[config.mk]
export PLATFORM = sky130hd
export DESIGN_NAME = btn_conditioner
export DESIGN_NICKNAME = d
export VERILOG_FILES = /design/src/rtl/btn_pkg.sv /design/src/rtl/btn_channel.sv /design/src/rtl/btn_conditioner.sv
export SDC_FILE = /design/constraint.sdc
export NUM_CORES = 1
export LEC_CHECK = 0
export BUFFER_PORTS_ARGS = -buffer_cell sky130_fd_sc_hd__buf_2
export CAP_MARGIN = 30
export CORE_MARGIN = 8
export CORE_UTILIZATION = 40
export DETAILED_ROUTE_END_ITERATION = 16
export SYNTH_ARGS = -nofsm -noshare
export SYNTH_HDL_FRONTEND = slang
export SYNTH_SLANG_ARGS = --single-unit
[constraint.sdc]
create_clock -name clk -period 3.4 [get_ports clk]
set_input_delay 0.68 -clock clk [delete_from_list [all_inputs] [get_ports clk]]
set_output_delay 0.68 -clock clk [all_outputs]
set_load 0.02 [all_outputs]
[src/rtl/btn_pkg.sv]
// Shared types and constants for the button conditioner: channel FSM states
// and the bit positions of the four player buttons.
package btn_pkg;

    localparam int BTN_W         = 4;
    localparam int BTN_LEFT_X    = 0;
    localparam int BTN_RIGHT_X   = 1;
    localparam int BTN_LEFT_AIM  = 2;
    localparam int BTN_RIGHT_AIM = 3;

    typedef enum logic [1:0] {
        ST_IDLE   = 2'd0,
        ST_DELAY  = 2'd1,
        ST_REPEAT = 2'd2,
        ST_HELD   = 2'd3
    } chan_state_e;

    // Both buttons of a left/right pair held at once: the request is contradictory.
    function automatic logic pair_clash(input logic lo_level, input logic hi_level);
        return lo_level & hi_level;
    endfunction

endpackage

[src/rtl/btn_channel.sv]
// One button channel: two-flop synchroniser, debouncer and press/repeat FSM.
// Hold-to-repeat is built when BTN_AUTOREPEAT_EN is defined; otherwise press-only.
module btn_channel
    import btn_pkg::*;
#(
    parameter int DEBOUNCE_CYCLES = 16,
    parameter int REPEAT_DELAY    = 64,
    parameter int REPEAT_PERIOD   = 16
) (
    input  logic clk,
    input  logic reset,
    input  logic raw_in,
    output logic level,
    output logic pulse
);

    localparam int DB_W = $clog2(DEBOUNCE_CYCLES + 1);
    localparam logic [DB_W-1:0] DB_LAST = DB_W'(DEBOUNCE_CYCLES - 1);

    logic [1:0]      sync_q, sync_d;
    logic [DB_W-1:0] db_cnt_q, db_cnt_d;
    logic            level_q, level_d;
    chan_state_e     state_q, state_d;

    always_comb begin
        sync_d = {sync_q[0], raw_in};
    end

    // The level flips on the edge the mismatch count would reach DEBOUNCE_CYCLES.
    always_comb begin
        db_cnt_d = '0;
        level_d  = level_q;
        if (sync_q[1] != level_q) begin
            if (db_cnt_q == DB_LAST) begin
                level_d = sync_q[1];
            end else begin
                db_cnt_d = db_cnt_q + 1'b1;
            end
        end
    end

    always_ff @(posedge clk or negedge reset) begin
        if (!reset) begin
            sync_q   <= '0;
            db_cnt_q <= '0;
            level_q  <= 1'b0;
            state_q  <= ST_IDLE;
        end else begin
            sync_q   <= sync_d;
            db_cnt_q <= db_cnt_d;
            level_q  <= level_d;
            state_q  <= state_d;
        end
    end

`ifdef BTN_AUTOREPEAT_EN
    localparam int DLY_W = $clog2(REPEAT_DELAY + 1);
    localparam int REP_W = $clog2(REPEAT_PERIOD + 1);
    localparam logic [DLY_W-1:0] DLY_LAST = DLY_W'(REPEAT_DELAY - 1);
    localparam logic [REP_W-1:0] REP_LAST = REP_W'(REPEAT_PERIOD - 1);

    logic [DLY_W-1:0] dly_cnt_q, dly_cnt_d;
    logic [REP_W-1:0] rep_cnt_q, rep_cnt_d;

    always_comb begin
        state_d   = state_q;
        pulse     = 1'b0;
        dly_cnt_d = '0;
        rep_cnt_d = '0;
        case (state_q)
            ST_IDLE: begin
                if (level_q) begin
                    state_d = ST_DELAY;
                    pulse   = 1'b1;
                end
            end
            ST_DELAY: begin
                if (!level_q) begin
                    state_d = ST_IDLE;
                end else if (dly_cnt_q == DLY_LAST) begin
                    state_d = ST_REPEAT;
                    pulse   = 1'b1;
                end else begin
                    dly_cnt_d = dly_cnt_q + 1'b1;
                end
            end
            ST_REPEAT: begin
                if (!level_q) begin
                    state_d = ST_IDLE;
                end else if (rep_cnt_q == REP_LAST) begin
                    pulse = 1'b1;
                end else begin
                    rep_cnt_d = rep_cnt_q + 1'b1;
                end
            end
            default: state_d = ST_IDLE;
        endcase
    end

    always_ff @(posedge clk or negedge reset) begin
        if (!reset) begin
            dly_cnt_q <= '0;
            rep_cnt_q <= '0;
        end else begin
            dly_cnt_q <= dly_cnt_d;
            rep_cnt_q <= rep_cnt_d;
        end
    end
`else
    always_comb begin
        state_d = state_q;
        pulse   = 1'b0;
        case (state_q)
            ST_IDLE: begin
                if (level_q) begin
                    state_d = ST_HELD;
                    pulse   = 1'b1;
                end
            end
            ST_HELD: begin
                if (!level_q) begin
                    state_d = ST_IDLE;
                end
            end
            default: state_d = ST_IDLE;
        endcase
    end
`endif

    assign level = level_q;

endmodule

[src/rtl/btn_conditioner.sv]
// Conditions four raw player buttons into one-cycle step pulses with left/right
// pair arbitration. Define BTN_AUTOREPEAT_EN to enable hold-to-repeat.
module btn_conditioner
    import btn_pkg::*;
#(
    parameter int DEBOUNCE_CYCLES = 16,
    parameter int REPEAT_DELAY    = 64,
    parameter int REPEAT_PERIOD   = 16
) (
    input  logic             clk,
    input  logic             reset,
    input  logic [BTN_W-1:0] btn_raw,
    output logic             left_x,
    output logic             right_x,
    output logic             left_aim,
    output logic             right_aim,
    output logic [BTN_W-1:0] btn_level
);

    logic [BTN_W-1:0] level_w;
    logic [BTN_W-1:0] pulse_w;
    logic [BTN_W-1:0] step_q, step_d;

    for (genvar g = 0; g < BTN_W; g++) begin : g_chan
        btn_channel #(
            .DEBOUNCE_CYCLES (DEBOUNCE_CYCLES),
            .REPEAT_DELAY    (REPEAT_DELAY),
            .REPEAT_PERIOD   (REPEAT_PERIOD)
        ) u_chan (
            .clk    (clk),
            .reset  (reset),
            .raw_in (btn_raw[g]),
            .level  (level_w[g]),
            .pulse  (pulse_w[g])
        );
    end

    // Channels keep their schedules during a clash; only the outputs are masked.
    always_comb begin
        step_d = pulse_w;
        if (pair_clash(level_w[BTN_LEFT_X], level_w[BTN_RIGHT_X])) begin
            step_d[BTN_LEFT_X]  = 1'b0;
            step_d[BTN_RIGHT_X] = 1'b0;
        end
        if (pair_clash(level_w[BTN_LEFT_AIM], level_w[BTN_RIGHT_AIM])) begin
            step_d[BTN_LEFT_AIM]  = 1'b0;
            step_d[BTN_RIGHT_AIM] = 1'b0;
        end
    end

    always_ff @(posedge clk or negedge reset) begin
        if (!reset) begin
            step_q <= '0;
        end else begin
            step_q <= step_d;
        end
    end

    assign left_x    = step_q[BTN_LEFT_X];
    assign right_x   = step_q[BTN_RIGHT_X];
    assign left_aim  = step_q[BTN_LEFT_AIM];
    assign right_aim = step_q[BTN_RIGHT_AIM];
    assign btn_level = level_w;

endmodule

==> results.toml, run 1 <==
[run_status]
status = "finished clean"

[timing]
min_period_ps = 1625
fmax_mhz = 615.4
hold_ws_ps = 350.7
tightestPinTransition_ps = 839.1
layout_setup_ws_ps = 1775
slew_viol_final = 0
tns_ps = 0
rsz0062_at_grt = "false"
post-route-period-util_pct = 47.79
relSlewSlack_pct = 44.06
fin_skew_ps = 3.522
hold_violations = 0
finalSetupViolCount = 0

[power_and_ir_drop]
p_int_mw = 0.7149
ir_worst_vdd_uv = 274.0
pwr-share-comb_pct = 11.3
seqPwrFrac_pct = 58.6
p_leak_nw = 0.9357
pwr-share-clk_pct = 30.1
p_sw_share_pct = 23.46
p_per_area_nw_per_um2 = 537.8
p_switching_mw = 0.2191

[floorplanning]
die_h_um = 78.53
core-area_um2 = 3716
die_area_um2 = 6167
num_rows = 22
die_x_um = 78.53
ioPinCount = 14
initial_utilization_pct = 42.09

[final_layout]
drive_gt1_share_pct = 17.04
nNetsFinal = 149
antennaDiodeCount = 0
syn_to_final_growth_pct = 11.04

[setup_path]
arrival_ps = 940
cp_num_buf_inv = 1
slowest_delay_ps = 460
start_kind = "register"
cp_max_fo = 6
path_cells = "buf_2"
crit_required_ps = 2720
crit_path_end_kind = "primary output"
crit_path_top_delay_cell = "dfrtp_1"
worstSetupPathType = "reg2out"
path_delay_family = "flip-flops"

[detailed_routing]
wirelength_um = 2144
first_pass_iters = 4
via_per_inst = 4.617
first_iter_violations = 44
drc = 0
vias = 845
ant_nets = 0
avgRoutedWirePerCell_um = 11.72

[yosys]
synth-edff-count = 0
netlist_area_um2 = 1564
synth.avg_cell_area_um2 = 13.14
ys_ff_latch = 40
synth.area.top_cells = "dfrtp_1 (64%), ha_1 (6.4%), xor2_1 (6.2%)"
synthArstFlopShare_pct = 100.0
ys_warn_count = 0
syn_inst = 119
synth_ff_type = "dfrtp_1"
yosysSeqAreaShare_pct = 64.00
synth_nets = 133
yosys.area.top_type = "dfrtp_1"
ys_types = 17
yosysTopAreaCellShare_pct = 64.00

[placement]
place.detailed.hpwl_um = 1552
dp_slack_ps = 1963
port_buffers = 13
gp_congestion = 0.6454

[min_path]
worst_hold_path_type = "reg2reg"

[clock_network]
holdBufCountCts = 0
clock_latency_ps = 280
cts_max_path_buffers = 2
cts_tree = "yes"
root_buffer = "clkbuf_8"
cts.clk_slew.worst_paths_ps = 70
clock-sinks = 40
postCtsSetupBuffers = 0
numCtsBuffers = 5
htree_num_levels = 2
ctsResizeCount = 0

[grt]
grt_max_degree = 41
track_usage_pct = 8.073
antenna_found_initial = 0
grt_pass1_wl_um = 3891
grt_pass1_vias = 924
grt-ovfl-total = 0

[job]
cap_viol_max_count = 0
[worst paths after layout]
kind,slack (ps),endpoint,cells past startpoint,from
max reg2reg,2140,g_chan[1].u_chan.level,4,g_chan[1].u_chan.db_cnt_q[0]
min reg2reg,350,g_chan[1].u_chan.sync_q[1],0,g_chan[1].u_chan.sync_q[0]
max,1780,btn_level[0],1,g_chan[0].u_chan.level
max in group asynchronous,2370,g_chan[3].u_chan.db_cnt_q[1],1,reset
min,350,g_chan[1].u_chan.sync_q[1],0,g_chan[1].u_chan.sync_q[0]
min in group asynchronous,500,g_chan[3].u_chan.db_cnt_q[2],1,reset
[cells by family after synthesis]
logic type | count (synthesis) | share of synthesized area [%]
flops | 40 | 64.00
simple gates | 32 | 10.24
xor+xnor | 16 | 9.440
buf+inv | 11 | 3.600
compound gates | 8 | 3.440
fa+ha+maj | 8 | 6.400
mux | 4 | 2.880
[cell usage after synthesis, drive strengths merged (5+ instances only)]
master  number
and2         5
dfrtp       40
ha           8
inv          7
nand3        8
nor2        15
xor2        12
[layout by cell type (no fill, tap or decap), drive strengths merged]
cell type,n
nor2,15
buf,13
and2,5
xor2,12
nand3,8
ha,8
clkbuf,6
a21boi,4
inv,7
dfrtp,40
clkinv,1
o21ai,4
mux2,4
xnor2,4
and3,4
[layout make-up]
| type | count | area, µm² |
|---|---|---|
| fillers | 361 | 1979 |
| clock inverters | 1 | 5.005 |
| well taps | 48 | 60.06 |
| repair buffers | 13 | 65.06 |
| clock buffers | 6 | 72.57 |
| inverters | 7 | 26.28 |
| flip-flops and latches | 40 | 1001 |
| multi-input cells | 68 | 506.7 |
[per-layer routing]
metal  up-vias  wire length (µm)  track usage (%)
met5         -                 0                0
met2        16              1051            12.59
met3         4               129            3.303
li1        410                 -                -
met1       415               908            8.599
met4         0                55            6.111
[power by group through the flow]
stage               sequential (mW)  combinational [mW]  clock, mW
floorplan                     0.551              0.0849          0
global placement              0.554               0.106          0
detailed placement            0.557               0.109          0
CTS                           0.548               0.110      0.299
global route                  0.553               0.126      0.310
finish                        0.547               0.106      0.281
[sequential cells by signal, indices dropped and copies added (netlist names)]
name	flops
g_chan.u_chan.db_cnt_q	20
g_chan.u_chan.state_q	4
step_q	4
g_chan.u_chan.level	4
g_chan.u_chan.sync_q	8
[stage by stage]
stage / power (mW) / area, µm² / utilization, % / instances
final: 0.9340 / 1737 / 46.73 / 183
after global routing: 0.9888 / 1737 / 46.73 / 183
after CTS: 0.9568 / 1737 / 46.73 / 183
after detailed placement: 0.6660 / 1659 / 44.65 / 176
after global placement: 0.6601 / 1659 / 44.65 / 176
after floorplan: 0.6357 / 1564 / - / 119
Note: power is estimated with default switching activity, not from simulation.
==> inputs of run 2 (changes only) <==
ABC_AREA = 1   (was default)
clock period = 1.7 ns   (was 3.4 ns; I/O delays follow)
==> results.toml, run 2 <==
[placement]
placed_cell_area_um2 = 1775
place.detailed.hpwl_um = 1912
placed_cells = 230
gp_congestion = 0.7860
dp_slack_ps = 650.8
port_buffers = 13

[yosys]
synth_ff_type = "dfrtp_1"
ys_top_cells_by_count = "dfrtp_1 (40), nand2_1 (36), nor2_1 (27), inv_1 (23)"
ys_types = 11
synth-edff-count = 0
yosysTopAreaCellShare_pct = 60.20
ys_warn_count = 0
ys_ff_latch = 40
yosys.area.top_type = "dfrtp_1"
synth.avg_cell_area_um2 = 9.839
synth.area.top_cells = "dfrtp_1 (60%), nand2_1 (8.1%), nor2_1 (6.1%)"
yosysMostFrequentCell = "dfrtp_1"
syn_inst = 169
netlist_area_um2 = 1663
synth_nets = 183
synthArstFlopShare_pct = 100.0
yosysSeqAreaShare_pct = 60.20

[detailed_routing]
first_pass_iters = 4
vias = 1095
first_iter_violations = 41
avgRoutedWirePerCell_um = 11.00
ant_nets = 0
via_per_inst = 4.601
drc = 0
wirelength_um = 2619

[setup_path]
crit_path_top_delay_cell = "dfrtp_1"
crit_required_ps = 1360
path_delay_family = "flip-flops"
worstSetupPathType = "reg2out"
slowest_delay_ps = 460
crit_path_end_kind = "primary output"
worstSetupStartpoint = "g_chan[0].u_chan.level"
start_kind = "register"
rr_startpoint = "g_chan[3].u_chan.db_cnt_q[0]"
path_cells = "buf_2"
arrival_ps = 960
cp_num_buf_inv = 1
cp_max_fo = 7

[job]
cap_viol_max_count = 0

[floorplanning]
initial_utilization_pct = 41.57
die_area_um2 = 6476
ioPinCount = 14
num_rows = 23
core-area_um2 = 4000
die_h_um = 80.48
die_x_um = 80.48

[power_and_ir_drop]
ir_worst_vdd_uv = 705.1
power_mw = 2.164
p_leak_nw = 1.004
pwr-share-clk_pct = 38.6
seqPwrFrac_pct = 50.9
p_sw_share_pct = 22.56
pwr-share-comb_pct = 10.5
p_int_mw = 1.676
p_switching_mw = 0.4883
p_per_area_nw_per_um2 = 1138

[timing]
fmax_mhz = 771.7
hold_violations = 0
tightestPinTransition_ps = 529.1
fin_skew_ps = 9.265
tns_ps = 0
hold_ws_ps = 18.45
post-route-period-util_pct = 76.23
layout_setup_ws_ps = 404.1
relSlewSlack_pct = 64.73
finalSetupViolCount = 0
slew_viol_final = 0
min_period_ps = 1296
rsz0062_at_grt = "false"

[clock_network]
postCtsSetupBuffers = 0
numCtsBuffers = 5
holdBufCountCts = 0
clock-sinks = 40
cts.clk_slew.worst_paths_ps = 80
cts_max_path_buffers = 2
cts_tree = "yes"
clock_latency_ps = 290
root_buffer = "clkbuf_8"
ctsResizeCount = 0
htree_num_levels = 2

[grt]
grt_pass1_vias = 1122
antenna_found_initial = 0
track_usage_pct = 9.242
grt_max_degree = 26
grt-ovfl-total = 0
grt_pass1_wl_um = 4643

[final_layout]
largest_reg_flops = 20
top_register = "g_chan.u_chan.db_cnt_q"
utilization_pct = 47.54
final_cell_mix = "dfrtp_1 (40), nand2_1 (36), nor2_1 (27)"
layout_commonest_cell = "dfrtp_1"
syn_to_final_growth_pct = 14.37
nNetsFinal = 201
layoutNonFillerInstCount = 238
fillers = 365
drive_gt1_share_pct = 13.83
antennaDiodeCount = 0
reg_top3 = "g_chan.u_chan.db_cnt_q: 20 flops, g_chan.u_chan.sync_q: 8 flops"
final_area_um2 = 1902

[min_path]
worst_hold_path_type = "in2async"

[run_status]
status = "finished clean"
-- run 2: cell count changes in the layout (fill, tap and decap cells not counted), moves of 5 or more --
cell,before,now
and2_1,5,0
nor2_1,14,27
nand2_1,0,36
inv_1,7,23
nand4_1,0,8
xor2_1,11,0
-- run 2: worst paths after layout --
path,to,slack (ps),depth (start not counted)
max,btn_level[0],400,1
min,g_chan[0].u_chan.db_cnt_q[0],20,1
max reg2reg,g_chan[3].u_chan.db_cnt_q[3],640,4
min reg2reg,g_chan[3].u_chan.sync_q[1],340,0
max in group asynchronous,step_q[2],1140,2
min in group clk,g_chan[2].u_chan.sync_q[0],160,1
-- run 2: cell type report --
cell class / count / area [µm²] / area share (%)
clock buffers: 7 / 96.34 / 5.066
clock inverters: 1 / 30.03 / 1.579
inverters: 23 / 86.33 / 4.539
multi-input cells: 102 / 545.5 / 28.68
flip-flops and latches: 40 / 1001 / 52.63
well taps: 50 / 62.56 / 3.289
repair buffers: 15 / 80.08 / 4.211
-- run 2: power groups by stage --
stage | combinational [mW] | clock (mW) | sequential (mW)
after global routing | 0.273 | 0.898 | 1.11
after detailed placement | 0.232 | 0 | 1.12
final | 0.228 | 0.835 | 1.10
after floorplan | 0.180 | 0 | 1.11
after CTS | 0.235 | 0.863 | 1.10
after global placement | 0.221 | 0 | 1.11
-- run 2: cells by family (layout without fill, tap and decap cells) --
kind of cell | count (synthesis) | count (layout) | synth area share, %
simple gates | 82 | 82 | 20.77
flops | 40 | 40 | 60.20
buf+inv | 27 | 46 | 6.998
fa+ha+maj | 8 | 8 | 6.020
xor+xnor | 8 | 8 | 4.214
compound gates | 4 | 4 | 1.806
-- run 2: per-layer routing --
metal  part of all wire [%]  vias up  GRT usage [%]  wire length (µm)
met2                     49       16          15.00              1286
met4                    1.6        0          4.909                41
li1                       -      556              -                 -
met5                      0        -              0                 0
met3                    5.7        5          4.129               148
met1                     44      518          9.851              1142
